<file path="src/rtl/rtx_ctrl.sv">
// rtx_ctrl: 8-entry retransmit ring over a 256-bit RAM; captures frames, frees on cumulative ACK, replays all outstanding frames on NAK.
// Latency: capture writes in the accepting cycle; first replay beat 2 cycles after replay start, then 1 beat/cycle.
// Backpressure: cap_ready_o low when full or replaying; replay stalls on rpl_ready_i. RTX_CTRL_STATS_EN enables rtx_cnt_o.
module rtx_ctrl #(
  parameter int RTX_DATA_PTR = 9,
  parameter int ENTRY_BITS   = 3,
  parameter int SEQ_W        = 22
) (
  input  logic                    clk,
  input  logic                    rst,
  input  logic                    cap_valid_i,
  output logic                    cap_ready_o,
  input  logic [255:0]            cap_data_i,
  input  logic                    cap_last_i,
  input  logic [SEQ_W-1:0]        cap_seq_i,
  input  logic                    ack_valid_i,
  input  logic [SEQ_W-1:0]        ack_seq_i,
  input  logic                    rtx_req_i,
  output logic                    rtx_busy_o,
  output logic                    rpl_valid_o,
  input  logic                    rpl_ready_i,
  output logic [255:0]            rpl_data_o,
  output logic                    rpl_last_o,
  output logic [SEQ_W-1:0]        rpl_seq_o,
  output logic [255:0]            wrdata_o,
  output logic [RTX_DATA_PTR-1:0] wraddr_o,
  output logic                    we_o,
  output logic [RTX_DATA_PTR-1:0] rdaddr_o,
  output logic                    re_o,
  input  logic [255:0]            rddata_i,
  output logic [ENTRY_BITS:0]     free_cnt_o,
  output logic                    ovf_err_o,
  output logic [15:0]             rtx_cnt_o
);
  localparam int BEAT_BITS = RTX_DATA_PTR - ENTRY_BITS;
  localparam int ENTRIES   = 1 << ENTRY_BITS;
  localparam logic [ENTRY_BITS:0] FULL     = {1'b1, {ENTRY_BITS{1'b0}}};
  localparam logic [BEAT_BITS:0]  OVF_BEAT = {1'b1, {BEAT_BITS{1'b0}}};
  localparam logic [BEAT_BITS:0]  SAT_BEAT = {1'b1, {(BEAT_BITS-1){1'b0}}, 1'b1};
  localparam logic [SEQ_W-1:0]    HALF     = {1'b1, {(SEQ_W-1){1'b0}}};

  typedef enum logic [1:0] {IDLE, CAPTURE, REPLAY} state_t;

  state_t                  state_q, state_d;
  logic [ENTRY_BITS-1:0]   head_q, tail_q, rd_ent_q;
  logic [ENTRY_BITS:0]     count_q, walk_q;
  logic [BEAT_BITS:0]      cap_cnt_q;
  logic [BEAT_BITS-1:0]    rd_beat_q;
  logic [SEQ_W-1:0]        seq_tab [ENTRIES];
  logic [BEAT_BITS-1:0]    len_tab [ENTRIES];
  logic [SEQ_W-1:0]        ack_seq_q, rpl_seq_q;
  logic                    ack_act_q, pend_q, ovf_q;
  logic                    rpl_valid_q, rpl_last_q;

  logic                    cap_fire, cap_drop, commit, do_free;
  logic                    start_rpl, drop_req;
  logic [BEAT_BITS-1:0]    commit_len;
  logic [SEQ_W-1:0]        ack_diff;

  always_comb begin
    state_d     = state_q;
    cap_ready_o = 1'b0;
    start_rpl   = 1'b0;
    drop_req    = 1'b0;
    re_o        = 1'b0;
    case (state_q)
      IDLE: begin
        if (pend_q && count_q != '0) begin
          start_rpl = 1'b1;
          state_d   = REPLAY;
        end else begin
          drop_req    = pend_q;
          // Async reset holds state at IDLE, so only this branch needs the rst gate
          cap_ready_o = (count_q != FULL) && !rst;
          if (cap_valid_i && cap_ready_o && !cap_last_i) state_d = CAPTURE;
        end
      end
      CAPTURE: begin
        cap_ready_o = 1'b1;
        if (cap_valid_i && cap_last_i) state_d = IDLE;
      end
      REPLAY: begin
        re_o = (walk_q != '0) && (!rpl_valid_q || rpl_ready_i);
        if (walk_q == '0 && rpl_valid_q && rpl_ready_i) state_d = IDLE;
      end
      default: state_d = IDLE;
    endcase
  end

  // Beats past the 64th are still accepted so the framer never stalls, but never written
  assign cap_fire   = cap_valid_i && cap_ready_o;
  assign cap_drop   = cap_cnt_q[BEAT_BITS];
  assign commit     = cap_fire && cap_last_i;
  assign commit_len = cap_drop ? {BEAT_BITS{1'b1}} : cap_cnt_q[BEAT_BITS-1:0];
  assign we_o       = cap_fire && !cap_drop;
  assign wraddr_o   = {tail_q, cap_cnt_q[BEAT_BITS-1:0]};
  assign wrdata_o   = cap_data_i;

  assign ack_diff = ack_seq_q - seq_tab[head_q];
  assign do_free  = ack_act_q && (count_q != '0) && (ack_diff < HALF);

  assign rdaddr_o    = {rd_ent_q, rd_beat_q};
  assign rpl_data_o  = rddata_i;
  assign rpl_valid_o = rpl_valid_q;
  assign rpl_last_o  = rpl_last_q;
  assign rpl_seq_o   = rpl_seq_q;
  assign rtx_busy_o  = pend_q || (state_q == REPLAY);
  assign free_cnt_o  = FULL - count_q;
  assign ovf_err_o   = ovf_q;

  always_ff @(posedge clk or posedge rst) begin
    if (rst) begin
      state_q     <= IDLE;
      head_q      <= '0;
      tail_q      <= '0;
      count_q     <= '0;
      cap_cnt_q   <= '0;
      ovf_q       <= 1'b0;
      ack_seq_q   <= '0;
      ack_act_q   <= 1'b0;
      pend_q      <= 1'b0;
      rd_ent_q    <= '0;
      rd_beat_q   <= '0;
      walk_q      <= '0;
      rpl_valid_q <= 1'b0;
      rpl_last_q  <= 1'b0;
      rpl_seq_q   <= '0;
    end else begin
      state_q <= state_d;
      ovf_q   <= cap_fire && (cap_cnt_q == OVF_BEAT);

      if (commit) begin
        tail_q    <= tail_q + 1'b1;
        cap_cnt_q <= '0;
      end else if (cap_fire && cap_cnt_q != SAT_BEAT) begin
        cap_cnt_q <= cap_cnt_q + 1'b1;
      end

      if (do_free) head_q <= head_q + 1'b1;
      if (commit && !do_free)      count_q <= count_q + 1'b1;
      else if (!commit && do_free) count_q <= count_q - 1'b1;

      if (ack_valid_i) begin
        ack_seq_q <= ack_seq_i;
        ack_act_q <= 1'b1;
      end

      // A request arriving in the same cycle as replay start arms one further replay
      pend_q <= rtx_req_i || (pend_q && !start_rpl && !drop_req);

      if (start_rpl) begin
        rd_ent_q  <= head_q;
        rd_beat_q <= '0;
        walk_q    <= count_q;
      end else if (re_o) begin
        if (rd_beat_q == len_tab[rd_ent_q]) begin
          rd_beat_q <= '0;
          rd_ent_q  <= rd_ent_q + 1'b1;
          walk_q    <= walk_q - 1'b1;
        end else begin
          rd_beat_q <= rd_beat_q + 1'b1;
        end
      end

      if (re_o) begin
        rpl_valid_q <= 1'b1;
        rpl_last_q  <= (rd_beat_q == len_tab[rd_ent_q]);
        rpl_seq_q   <= seq_tab[rd_ent_q];
      end else if (rpl_ready_i) begin
        rpl_valid_q <= 1'b0;
      end
    end
  end

  always_ff @(posedge clk) begin
    if (cap_fire && state_q == IDLE) seq_tab[tail_q] <= cap_seq_i;
    if (commit) len_tab[tail_q] <= commit_len;
  end

`ifdef RTX_CTRL_STATS_EN
  logic [15:0] rtx_cnt_q;
  always_ff @(posedge clk or posedge rst) begin
    if (rst) rtx_cnt_q <= '0;
    else if (start_rpl && rtx_cnt_q != 16'hFFFF) rtx_cnt_q <= rtx_cnt_q + 1'b1;
  end
  assign rtx_cnt_o = rtx_cnt_q;
`else
  assign rtx_cnt_o = 16'd0;
`endif

endmodule

</file>
<file path="config.mk">
export PLATFORM = sky130hd
export DESIGN_NAME = rtx_ctrl
export DESIGN_NICKNAME = d
export VERILOG_FILES = /design/src/rtl/rtx_ctrl.sv
export SDC_FILE = /design/constraint.sdc
export NUM_CORES = 1
export LEC_CHECK = 0
export ABC_AREA = 1
export CAP_MARGIN = 5
export CORE_AREA = 8 8 434 436
export CTS_BUF_LIST = sky130_fd_sc_hd__clkbuf_4 sky130_fd_sc_hd__clkbuf_8 sky130_fd_sc_hd__clkbuf_16
export DETAILED_ROUTE_END_ITERATION = 10
export DIE_AREA = 0 0 442 444
export GPL_TIMING_DRIVEN = 0
export HOLD_SLACK_MARGIN = 0.08
export PLACE_DENSITY = 0.37
export SETUP_SLACK_MARGIN = 0.3
export SYNTH_ARGS = -nofsm -noshare
export SYNTH_HDL_FRONTEND = slang
export SYNTH_SLANG_ARGS = --single-unit
</file>
<file path="constraint.sdc">
create_clock -name clk -period 5.35 [get_ports clk]
set_input_delay 0.8025 -clock clk [delete_from_list [all_inputs] [get_ports clk]]
set_output_delay 0.8025 -clock clk [all_outputs]
set_load 0.02 [all_outputs]
</file>
==> impl_metrics.yaml <==
synth:
  yosysUniqueCellTypes: 42
  synth_seq_cells: 305
  seq_area_frac_synth_pct: 46.86
  synth_warnings: 0
  synthCells: 2049
  synth_edf_count: 224
  ys_async_sr_fraction_pct: 26.56
  syn_area_mm2: 0.01868
  syn_area_per_cell_um2: 9.116
  ys.flop_type: "edfxtp_1"
clocking:
  cts_tree: "done"
  cts_buffers: 35
  clock_sinks: 305
  cts_resized: 23
  htreeDepth: 2
  cts_root_buf: "clkbuf_16"
  holdBufCountCts: 0
  cts.clk_slew.worst_paths_ns: 0.06
  worstSkewPairLatency_ns: 0.54
  post-cts-setup-buffers: 0
  clock_path_buffers: 3
sta:
  finClkSkew_ns: 0.01884
  report.final.slew_viol_count: 0
  worst_pin_slew_ns: 1.129
  finalHoldViolations: 0
  rsz0062_at_grt: "false"
  setup_violations: 0
  finalCriticalPeriod_ns: 4.663
  fin_crit_sh_pct: 87.15
  setup_ws_ns: 0.6873
  fmax_mhz: 214.5
  relSlewSlack_pct: 24.50
  timing.hold.ws_ns: 0.4775
  setup_tns_ns: 0
layout:
  final_util_pct: 16.15
  fill_cells: 20420
  area_delta_synth_final_pct: 57.15
  nets: 3321
  drive_gt1_share_pct: 24.94
die:
  die_h_um: 444
  rows: 157
  die_w_um: 442
  start_util_pct: 10.28
  dieArea_mm2: 0.1962
  pin_count: 1142
  coreArea_mm2: 0.1817
place:
  dp_slack_ns: -0.1224
  routabilityCongestion: 1.040
  dp.final_hpwl_um: 206500
  portBuffers: 612
detailed_routing:
  viasPerCell: 3.527
  postRouteAntennaNets: 0
  first_pass_iters: 5
  routed_wl_um: 227200
  top_layer_used: "met5"
  met3WireLength_um: 24710
  met2WireLength_um: 102800
  drt_iter0_drc: 1661
  drc: 0
  wl_per_cell_um: 44.05
  wl_met1_um: 93690
  via_count: 18190
critical_path:
  critPathSlowestCell: "dfrtp_1"
  critPathMaxFanout: 10
  r2r_cells: 25
  cp_top_family: "simple AND/OR/NAND/NOR gates"
  cp.arrival_ns: 5.08
  cp-end-kind: "register"
  max_stage_delay_ns: 0.39
  cp.required_ns: 5.76
  r2r-end: "count_q[3]$_DFFE_PP0P_"
  startpoint_type: "register"
  r2r_start: "head_q[0]$_DFFE_PP0P_"
  timing_worst_setup_path_type: "reg2reg"
  r2r_slack_ns: 0.69
  crit_buf_inv: 5
grt:
  grt_overflow: 0
  grt_max_degree: 35
  grt_pass1_wl_um: 268100
  globalRouteTotalUtil_pct: 21.97
  antenna_found_initial: 161
  grt_pass1_vias: 17490
power:
  peakVddDrop_v: 0.0002324
  cellLeakagePower_nw: 11.62
  power_density_mw_per_mm2: 406.0
status:
  status: "completed"
hold_path:
  min_path_type: "reg2reg"
  min_from: "ack_act_q$_DFFE_PP0P_"
  holdPathEnd: "ack_act_q$_DFFE_PP0P_"
  min_path_cells: 2
run:
  drv_cap: 0
==> kinds of logic (layout without fill, tap and decap cells) <==
| group | after synthesis | after routing | synth area share (%) |
|---|---|---|---|
| adder cells (fa/ha/maj) | 33 | 33 | 2.251 |
| other | 1 | 38 | 0.02008 |
| XOR/XNOR | 17 | 17 | 0.7971 |
| AO/OA/AOI/OAI | 409 | 409 | 11.83 |
| AND/OR/NAND/NOR | 533 | 533 | 12.03 |
| buffers and inverters | 751 | 1438 | 26.21 |
| flip-flops | 305 | 305 | 46.86 |
==> state kept, by name (all words and copies together), names as in the netlist <==
name / count
seq_tab: 176
len_tab: 48
ack_act_q: 1
count_q: 4
ovf_err_o: 1
tail_q: 3
rd_beat_q: 6
rpl_valid_o: 1
rpl_seq_o: 22
state_q: 2
rd_ent_q: 3
pend_q: 1
rpl_last_o: 1
ack_seq_q: 22
walk_q: 4
head_q: 3
cap_cnt_q: 7
==> placed cells by master, fill, tap and decap left out, drive strengths merged <==
| cell | synthesis | final |
|---|---|---|
| a211oi | 2 | 2 |
| nand4 | 7 | 7 |
| o221ai | 21 | 21 |
| nor2 | 106 | 106 |
| fa | 1 | 1 |
| bufinv | 0 | 3 |
| clkdlybuf4s50 | 0 | 612 |
| a21oi | 111 | 111 |
| nand2 | 319 | 319 |
| o21a | 1 | 1 |
| o21bai | 1 | 1 |
| diode | 0 | 22 |
| nor3 | 11 | 11 |
| clkinv | 3 | 16 |
| a31oi | 1 | 1 |
| xor2 | 10 | 10 |
| or3b | 1 | 1 |
| clkbuf | 49 | 100 |
| buf | 573 | 580 |
| o21ai | 245 | 245 |
| dfrtp | 81 | 81 |
| o32ai | 1 | 1 |
| inv | 126 | 125 |
| clkinvlp | 0 | 2 |
| nand3 | 85 | 85 |
| o31ai | 1 | 1 |
| conb | 1 | 16 |
| o211ai | 25 | 25 |
| edfxtp | 224 | 224 |
| nor4 | 3 | 3 |
| xnor2 | 7 | 7 |
| nand3b | 1 | 1 |
| ha | 32 | 32 |
==> where the power goes <==
group,internal (mW),switching [mW],total [mW]
Sequential,2.82,0.245,3.07
Combinational,2.03,4.32,6.35
Clock,1.45,1.05,2.50
Total,6.30,5.62,11.9
==> synth_stat cells, drive strengths merged, types with 2 or more instances <==
cell type | instances | area, um^2
a211oi | 2 | 15.01
a21oi | 111 | 555.5
buf | 573 | 4228
clkbuf | 49 | 183.9
clkinv | 3 | 11.26
dfrtp | 81 | 2027
edfxtp | 224 | 6726
ha | 32 | 400.4
inv | 126 | 473.0
nand2 | 319 | 1207
nand3 | 85 | 468.0
nand4 | 7 | 58.81
nor2 | 106 | 412.9
nor3 | 11 | 65.06
nor4 | 3 | 18.77
o211ai | 25 | 187.7
o21ai | 245 | 1230
o221ai | 21 | 183.9
xnor2 | 7 | 61.31
xor2 | 10 | 87.58
==> layout make-up <==
cell class	instances	area, um^2	area share (%)
clock inverter	17	151.4	0.5157
timing repair buffer	624	6305	21.48
clock buffer	46	993.5	3.384
inverter	129	488.0	1.662
tap	2385	2984	10.17
buffer	622	4472	15.23
multi-input combinational	1008	5152	17.55
sequential	305	8753	29.82
antenna	22	55.05	0.1875
==> metrics by stage <==
stage | instance area [um^2] | instances | power [mW]
2_1_floorplan | 18740 | 2064 | 6.263
3_3_place_gp | 27850 | 5061 | 9.424
3_5_place_dp | 28080 | 5073 | 9.402
4_1_cts | 29260 | 5136 | 11.95
5_1_grt | 29300 | 5137 | 12.45
6_report | 29350 | 5158 | 11.92
==> metal layers <==
layer / vias to the layer above / global-route usage [%]
met4: 70 / 3.803
li1: 7690 / -
met2: 1110 / 35.76
met1: 9045 / 26.99
met3: 279 / 10.01
met5: - / 0
==> worst min-delay path: stages, from the launching register on <==
cell and delay, ns:
dfrtp_1 0.32, inv_1 0.06, nand2_1 0.07
==> worst max-delay path by stage <==
stage                               start                       to  slack (ns)  depth (start not counted)
CTS                 head_q[1]$_DFFE_PP0P_   count_q[3]$_DFFE_PP0P_        0.31                         23
global placement                      rst  seq_tab[6][8]$_DFFE_PP_       -2.77                          8
finish              head_q[0]$_DFFE_PP0P_   count_q[3]$_DFFE_PP0P_        0.69                         25
detailed placement  head_q[0]$_DFFE_PP0P_   count_q[3]$_DFFE_PP0P_       -0.12                         25
floorplan                             rst  seq_tab[4][0]$_DFFE_PP_        0.86                          7
global route        head_q[0]$_DFFE_PP0P_   count_q[3]$_DFFE_PP0P_        0.39                         26
No activity file was read; power rests on OpenSTA's default activity.
